`config.mk`:
```
export PLATFORM = sky130hd
export DESIGN_NAME = mult_share_arbiter
export DESIGN_NICKNAME = d
export VERILOG_FILES = /design/src/rtl/mult_share_arbiter.sv
export SDC_FILE = /design/constraint.sdc
export NUM_CORES = 1
export LEC_CHECK = 0
export CAP_MARGIN = 10
export CORE_AREA = 10 10 155 114
export DETAILED_ROUTE_END_ITERATION = 7
export DIE_AREA = 0 0 165 124
export PLACE_DENSITY = 0.78
export SLEW_MARGIN = 20
export SYNTH_ARGS = -nofsm -noshare
export SYNTH_HDL_FRONTEND = slang
export SYNTH_SLANG_ARGS = --single-unit
```
`constraint.sdc`:
```
create_clock -name clk -period 4.7 [get_ports clk]
set_input_delay 0.47 -clock clk [delete_from_list [all_inputs] [get_ports clk]]
set_output_delay 0.47 -clock clk [all_outputs]
set_load 0.005 [all_outputs]
```
`src/rtl/mult_share_arbiter.sv`:
```
`timescale 1ns/1ps
`default_nettype none
// +----------------------------------------------------------------------------+
// | mult_share_arbiter: round-robin sharing of one pipelined multiplier among  |
// | NREQ requesters, with a tag pipe that routes each product back.            |
// | Revision: 1.0                                                               |
// +----------------------------------------------------------------------------+
module mult_share_arbiter #(
  parameter int NREQ     = 4,
  parameter int WIDTHA   = 16,
  parameter int WIDTHB   = 24,
  parameter int MULT_LAT = 5
) (
  input  logic                          clk,
  input  logic                          rst,
  input  logic                          hold_i,
  input  logic [NREQ-1:0]               req_valid_i,
  output logic [NREQ-1:0]               req_ready_o,
  input  logic [NREQ*WIDTHA-1:0]        req_a_i,
  input  logic [NREQ*WIDTHB-1:0]        req_b_i,
  output logic [WIDTHA-1:0]             mul_a_o,
  output logic [WIDTHB-1:0]             mul_b_o,
  output logic                          mul_vld_o,
  input  logic [WIDTHA+WIDTHB-1:0]      mul_result_i,
  output logic [NREQ-1:0]               rsp_valid_o,
  output logic [WIDTHA+WIDTHB-1:0]      rsp_data_o,
  output logic [$clog2(NREQ)-1:0]       rsp_id_o,
  output logic [$clog2(MULT_LAT+2)-1:0] inflight_o
);

  localparam int                c_IDW      = $clog2(NREQ);
  localparam int                c_CNTW     = $clog2(MULT_LAT+2);
  localparam logic [c_IDW-1:0]  c_LAST_RST = c_IDW'(NREQ-1);
  localparam logic [NREQ-1:0]   c_REQ_ONE  = 1;
  localparam logic [c_CNTW-1:0] c_CNT_ONE  = 1;

  logic [WIDTHA-1:0] mul_a_q, mul_a_d;
  logic [WIDTHB-1:0] mul_b_q, mul_b_d;
  logic              mul_vld_q, mul_vld_d;
  logic [c_IDW-1:0]  issue_id_q, issue_id_d;
  logic [c_IDW-1:0]  last_grant_q, last_grant_d;
  logic [c_CNTW-1:0] inflight_q, inflight_d;
  logic [MULT_LAT-1:0] tag_vld_q;
  logic [c_IDW-1:0]    tag_id_q [MULT_LAT];

  logic [NREQ-1:0]   w_grant;
  logic [c_IDW-1:0]  w_grant_id;
  logic              w_found;
  logic              w_xfer;
  logic              w_rsp;
  logic [c_IDW-1:0]  w_idx;
  int                w_sum;
  logic [WIDTHA-1:0] w_sel_a;
  logic [WIDTHB-1:0] w_sel_b;

  // Search starts one past the last winner and wraps, so every requester
  // is reached within NREQ grants.
  always_comb begin
    w_grant    = '0;
    w_grant_id = '0;
    w_found    = 1'b0;
    w_sum      = 0;
    w_idx      = '0;
    for (int i = 0; i < NREQ; i++) begin
      w_sum = int'(last_grant_q) + i + 1;
      if (w_sum >= NREQ) begin
        w_sum = w_sum - NREQ;
      end
      w_idx = c_IDW'(w_sum);
      if (!rst && !hold_i && !w_found && req_valid_i[w_idx]) begin
        w_found        = 1'b1;
        w_grant[w_idx] = 1'b1;
        w_grant_id     = w_idx;
      end
    end
  end

  assign w_xfer  = |w_grant;
  assign w_sel_a = req_a_i[int'(w_grant_id)*WIDTHA +: WIDTHA];
  assign w_sel_b = req_b_i[int'(w_grant_id)*WIDTHB +: WIDTHB];
  assign w_rsp   = tag_vld_q[MULT_LAT-1];

  always_comb begin
    mul_a_d      = mul_a_q;
    mul_b_d      = mul_b_q;
    mul_vld_d    = w_xfer;
    issue_id_d   = issue_id_q;
    last_grant_d = last_grant_q;
    inflight_d   = inflight_q;
    if (w_xfer) begin
      mul_a_d      = w_sel_a;
      mul_b_d      = w_sel_b;
      issue_id_d   = w_grant_id;
      last_grant_d = w_grant_id;
    end
    case ({w_xfer, w_rsp})
      2'b10:   inflight_d = inflight_q + c_CNT_ONE;
      2'b01:   inflight_d = inflight_q - c_CNT_ONE;
      default: inflight_d = inflight_q;
    endcase
  end

  always_ff @(posedge clk) begin
    if (rst) begin
      mul_a_q      <= '0;
      mul_b_q      <= '0;
      mul_vld_q    <= 1'b0;
      issue_id_q   <= '0;
      last_grant_q <= c_LAST_RST;
      inflight_q   <= '0;
    end else begin
      mul_a_q      <= mul_a_d;
      mul_b_q      <= mul_b_d;
      mul_vld_q    <= mul_vld_d;
      issue_id_q   <= issue_id_d;
      last_grant_q <= last_grant_d;
      inflight_q   <= inflight_d;
    end
  end

  // The tag pipe is fed from the operand register stage, so its tail lines
  // up with mul_result exactly MULT_LAT cycles after mul_a/mul_b.
  always_ff @(posedge clk) begin
    if (rst) begin
      tag_vld_q <= '0;
      for (int s = 0; s < MULT_LAT; s++) begin
        tag_id_q[s] <= '0;
      end
    end else begin
      tag_vld_q[0] <= mul_vld_q;
      tag_id_q[0]  <= issue_id_q;
      for (int s = 1; s < MULT_LAT; s++) begin
        tag_vld_q[s] <= tag_vld_q[s-1];
        tag_id_q[s]  <= tag_id_q[s-1];
      end
    end
  end

  assign req_ready_o = w_grant;
  assign mul_a_o     = mul_a_q;
  assign mul_b_o     = mul_b_q;
  assign mul_vld_o   = mul_vld_q;
  assign rsp_valid_o = (!rst && w_rsp) ? (c_REQ_ONE << tag_id_q[MULT_LAT-1]) : '0;
  assign rsp_id_o    = tag_id_q[MULT_LAT-1];
  assign rsp_data_o  = mul_result_i;
  assign inflight_o  = inflight_q;

  a_ready_onehot: assert property (@(posedge clk) disable iff (rst) $onehot0(req_ready_o));
  a_ready_valid:  assert property (@(posedge clk) disable iff (rst) (req_ready_o & ~req_valid_i) == '0);
  a_inflight_max: assert property (@(posedge clk) disable iff (rst) int'(inflight_q) <= MULT_LAT + 1);

endmodule
`default_nettype wire
```
# Yosys cells after proc, flatten, opt, wreduce, memory -nomap -nowiden
# Memory sizes are Yosys's and may differ from the RTL's.
# Cells that the tools add are included.
# word_totals
ff_bits,53
latchBits,0
mem_bits_rw,10
mem_bits_ro,0
input_bits,207
output_inout_bits,94
wordCells,107
mem_count,1
# op_classes
add_sub_neg,12
mul,1
n_div,0
order_cmp,12
eq_ne,2
shifts,3
mux,41
bitwise_logic,8
reduce_logical,20
# mem_list
name,depth,word_bits,rd,rd_clocked_by_memory_dff,write_ports,line,source
tag_id_q,5,2,5,0,5,44,logic [c_IDW-1:0] tag_id_q [MULT_LAT];
# ops
operator,count
96-bit by 8-bit variable part select with 24-bit output,1
64-bit by 7-bit variable part select with 16-bit output,1
2-bit two-way mux,13
4-bit two-way mux,5
1-bit two-way mux,14
1-bit logical AND,13
"3-bit by 1-bit adder with 4-bit output, second input constant",3
"4-bit by 3-bit >= comparator with 1-bit output, second input constant",3
"2-bit by 3-bit less-than comparator with 1-bit output, second input constant",4
4-bit bitwise OR,3
1-bit binary-select mux with 2-bit select,4
1-bit demux with 2-bit select,4
"2-bit by 1-bit >= comparator with 1-bit output, second input constant",4
"2-bit by 1-bit subtractor with 2-bit output, second input constant",4
"2-bit by 2-bit adder with 3-bit output, second input constant",2
3-bit one-hot mux with 2 select lines,1
1-bit logical NOT,5
1-bit bitwise OR,5
"2-bit by 2-bit multiplier with 4-bit output, second input constant",1
4-bit OR reduction,1
"1-bit by 2-bit left shift with 4-bit output, first input constant",1
"2-bit by 1-bit adder with 3-bit output, second input constant",1
"3-bit by 1-bit adder with 3-bit output, second input constant",1
"3-bit >= comparator, second input constant",1
4 further kinds,4

# Depth between registers and ports, before layout
# Gate-level depths: netlist of the first run.
# logic_depth
depth_word,22
mapped_depth,16

# Least setup slack after synthesis of the first run
# Ideal clock, no wire load.
# synth_timing
path_type,register -> register
start,reg last_grant_q[1]
end,reg inflight_q[2] (netlist: inflight_o[2])
setup_ns,0.072
arrival_ns,4.393
t_required_ns,4.628
slack_ns,0.235
stages_incl_launch_ff,16
path_buffers,1
path_cell_list,dfxtp_1 clkinv_1 clkbuf_1 ha_1 mux4_2 nor2b_1 a32o_1 a221o_1 or4_4 clkinv_1 ha_1 inv_1 fa_1 xor2_1 or3_1 a21oi_1
# synth_between
elab_chain_len,22
elab_cells_between_ends,71
cone_classes,add/sub: 10; order compare: 12; eq/ne: 2; mux: 28; bitwise: 3; reduce/logical: 16
# synth_lines
element,line,source
start: declaration,41,"logic [c_IDW-1:0] last_grant_q, last_grant_d;"
start signal: assignment,109,last_grant_q <= c_LAST_RST;
start signal: assignment,116,last_grant_q <= last_grant_d;
branches (longest 18 deep; another with 3-bit by 1-bit adder with 4-bit output),--,
4-bit two-way mux (*),70,if (!rst && !hold_i && !w_found && req_valid_i[w_idx]) begin
named net req_ready_o[1],18,"output logic [NREQ-1:0] req_ready_o,"
4-bit OR reduction (*),78,assign w_xfer = |w_grant;
2-bit by 1-bit == test with 1-bit output / 2-bit == test (equally long branches),96,"case ({w_xfer, w_rsp})"
3-bit one-hot mux with 2 select lines / 2-bit nonzero test (equally long branches),--,
end signal: assignment,117,inflight_q <= inflight_d;
end: declaration,42,"logic [c_CNTW-1:0] inflight_q, inflight_d;"
# Mark *: on every way through the listed nets, which the timed path passes. The select of a mux whose other input is x is not followed.
# A chain may end at the register's enable or synchronous reset.

# Worst setup path after layout of the first run
# layout_timing
start,reg last_grant_q[0]
end,reg inflight_q[2] (netlist: inflight_o[2])
# layout_between
elab_chain_len,22
elab_cells_between_ends,71
cone_classes,add/sub: 10; order compare: 12; eq/ne: 2; mux: 28; bitwise: 3; reduce/logical: 16
# layout_lines
element,line
branches (longest 18 deep; another with 3-bit by 1-bit adder with 4-bit output),--
4-bit two-way mux (*),70
4-bit OR reduction (*),78
2-bit by 1-bit == test with 1-bit output / 2-bit == test (equally long branches),96
3-bit one-hot mux with 2 select lines / 2-bit nonzero test (equally long branches),--
# Mark *: on every way between the ends. The select of a mux whose other input is x is not followed.

==> impl_metrics.tcl, run 1 <==
set metrics [dict create \
    synth_fp_nets 799 \
    fp-row-count 37 \
    critical_path_class "flop to flop" \
    period_share 0.911 \
    placed_area_mm2 0.00706 \
    final_common_cell "clkdlybuf4s50_1" \
    grt_pass1_wl_um 27100 \
    die-area_mm2 0.0205 \
    cts_root_buf "clkbuf_16" \
    grt_max_degree 66 \
    cp.arrival_ps 4530 \
    yosys.cell_types.count 47 \
    worst_skew_pair.late_latency_ps 330 \
    vias 4930 \
    ys_top_cells_by_area "dfxtp_1, mux2i_1, a211oi_2, buf_4, o22a_1" \
    fmax_mhz 234 \
    final_cell_mix "clkdlybuf4s50_1, nor2_1, mux2i_1" \
    crit_slowest_cell "mux4_2" \
    drt_iter0_drc 274 \
    required_ps 4950 \
    nets 949 \
    cts_hold_buf 0 \
    cp_top_family "simple AND/OR/NAND/NOR gates" \
    peakVddDrop_v 0.000318 \
    finalClockSkew_ps 8.63 \
    crit_chain "inv_1, ha_1, mux4_2, nor2b_1, a32o_1, a221o_1, or4_4, clkinv_1, ha_1, inv_1, fa_1, xor2_1, or3_1, a21oi_1" \
    final_antenna_net_count 0 \
    maxCapViolCount 0 \
    pre_cts_ws_ps 433 \
    p_clk_frac 0.188 \
    synthesis.area_mm2 0.00506 \
    cts.sinks 63 \
    cp-start-kind "flop" \
    nFillCells 1386 \
    syn_to_final_growth_pct 46.5 \
    coreArea_mm2 0.0145 \
    antenna_found_initial 0 \
    min_path_cells 1 \
    fp.dieW_um 165 \
    finalCriticalPeriod_ps 4280 \
    grt_overflow 0 \
    drc 0 \
    antenna_cells 0 \
    power.density_mw_per_mm2 571 \
    power_frac_comb 0.613 \
    die_y_um 124 \
    worst_slew_pin_slew_ps 967 \
    final.setup.worst_slack_ps 418 \
    synthCells 582 \
    yosys.area.top_type "dfxtp_1" \
    path_max_fanout 8 \
    hp-class "flop to flop" \
    io_pins 301 \
    drv_slew 0 \
    outcome "completed" \
    switching_share 0.401 \
    design_area_mm2 0.00741 \
    synth.avg_cell_area_um2 8.70 \
    wl_per_cell_um 19.1 \
    clk_pin_slew_ps 50 \
    layout-drive-gt1-share 0.113 \
    post_cts_buffers 0 \
    rsz0062_at_grt "no" \
    grt_pass1_vias 4944 \
    crit_path_max_incr_delay_ps 610 \
    total_power_mw 4.23 \
    cts_buffer_depth 2 \
    dpl.hpwl_um 13200 \
    ys_seq_elements 63 \
    routabilityCongestion 0.900 \
    yosys_warnings 0 \
    relSlewSlack 0.355 \
    p_int_mw 2.53 \
    first_pass_iters 4 \
    vias_per_cell 5.29 \
    path_buf_inv 3 \
    synth_top_area_share 0.249 \
    start_util 0.348 \
    fin_setup_tns_ps 0 \
    cts_resized 0 \
    routed_wl_um 17800 \
    synth_seq_area_share 0.249 \
    p_seq_frac 0.199 \
    cp-end-kind "flop" \
    cp.depth 14 \
    power_switching_mw 1.70 \
    hold_viol 0 \
    ff2ff_path_depth 14 \
    portBuffers 220 \
    power_leakage_nw 2.75 \
    cts_tree "yes" \
    setup_viol 0 \
    track_usage 0.166 \
    htree_num_levels 3 \
    numCtsBuffers 9 \
]
-- registers in the layout, indices dropped and copies added (netlist names) --
register      flops
mul_b_o          24
mul_a_o          16
tag_id_q         10
tag_vld_q         5
inflight_o        3
issue_id_q        2
last_grant_q      2
mul_vld_o         1
-- worst paths after layout --
kind                   start  slack [ps]        endpoint
max          last_grant_q[0]         420   inflight_o[2]
min reg2reg   tag_id_q[0][5]         430  tag_id_q[0][7]
max reg2reg  last_grant_q[0]         420   inflight_o[2]
min           tag_id_q[0][5]         430  tag_id_q[0][7]
-- layer usage --
metal  vias to the layer above  global-route usage  share of wire
met1                      2315               0.203           0.43
li1                       2416                   -              -
met4                         0              0.0392         0.0089
met2                       186               0.254           0.45
met5                         -                   0              0
met3                        13              0.0851           0.11
-- cell families (layout without fill, tap and decap cells) --
family,after synthesis,after routing,synth area share
simple gates,124,124,0.111
compound gates,193,193,0.303
buf+inv,100,255,0.119
flops,63,63,0.249
mux,90,90,0.187
xor+xnor,2,2,0.00346
fa+ha+maj,10,10,0.0262
-- synth_stat cells (all sizes together) --
library cell and n:
a2bb2oi 1, a32o 4, dfxtp 63, a221oi 1
nor2 88, a31oi 2, a21boi 2, clkbuf 30
or2 2, nand4 1, o21a 1, o21ai 46
nand2 4, and4b 1, xor2 2, and3 1
nor2b 16, buf 63, a211oi 40, nand3 1
a21oi 10, inv 5, o22ai 39, a221o 4
fa 1, o31a 1, mux4 3, o211ai 1
nor4b 1, ha 9, mux2 4, nor4bb 2
clkinv 2, a21o 2, mux2i 83, or3 3
or4 2, nand2b 2, o22a 39
-- per-stage QoR --
step | hold WS, ps | instances | util
floorplan | 414 | 582 | -
global placement | 417 | 916 | 0.485
detailed placement | 422 | 916 | 0.485
CTS | 435 | 932 | 0.510
global route | 446 | 932 | 0.510
finish | 433 | 932 | 0.510
-- layout make-up --
type                            instances  area [um2]  area share
Inverter                                7        26.3     0.00354
Sequential cell                        63        1260       0.171
Clock inverter                          5         103      0.0138
Clock buffer                           11         254      0.0343
Multi-Input combinational cell        419        3230       0.436
Timing Repair Buffer                  232        2290       0.309
Tap cell                              195         244      0.0329
-- power groups by stage --
stage          registers, mW  clock network, mW  logic, mW
2_1_floorplan          0.867                  0       1.76
3_3_place_gp           0.849                  0       2.56
3_5_place_dp           0.852                  0       2.59
4_1_cts                0.844              0.811       2.61
5_1_grt                0.867              0.838       2.82
6_report               0.842              0.794       2.59
Power figures use the tool's default switching activity.
==> inputs of run 2 (changes only) <==
--- a/config.mk
+++ b/config.mk
@@ -7,6 +7,7 @@
 export LEC_CHECK = 0
 export CAP_MARGIN = 10
 export CORE_AREA = 10 10 155 114
+export CTS_CLUSTER_SIZE = 16
 export DETAILED_ROUTE_END_ITERATION = 7
 export DIE_AREA = 0 0 165 124
 export PLACE_DENSITY = 0.78
==> results of run 2 <==
The final DEF is identical to that of run 1; final timing and power are the same.
==> inputs of run 3 (changes only) <==
--- a/config.mk
+++ b/config.mk
@@ -5,7 +5,7 @@
 export SDC_FILE = /design/constraint.sdc
 export NUM_CORES = 1
 export LEC_CHECK = 0
-export CAP_MARGIN = 10
+export CAP_MARGIN = 5
 export CORE_AREA = 10 10 155 114
 export CTS_CLUSTER_SIZE = 16
 export DETAILED_ROUTE_END_ITERATION = 7
==> results of run 3 <==
The final DEF is identical to that of run 1; final timing and power are the same.
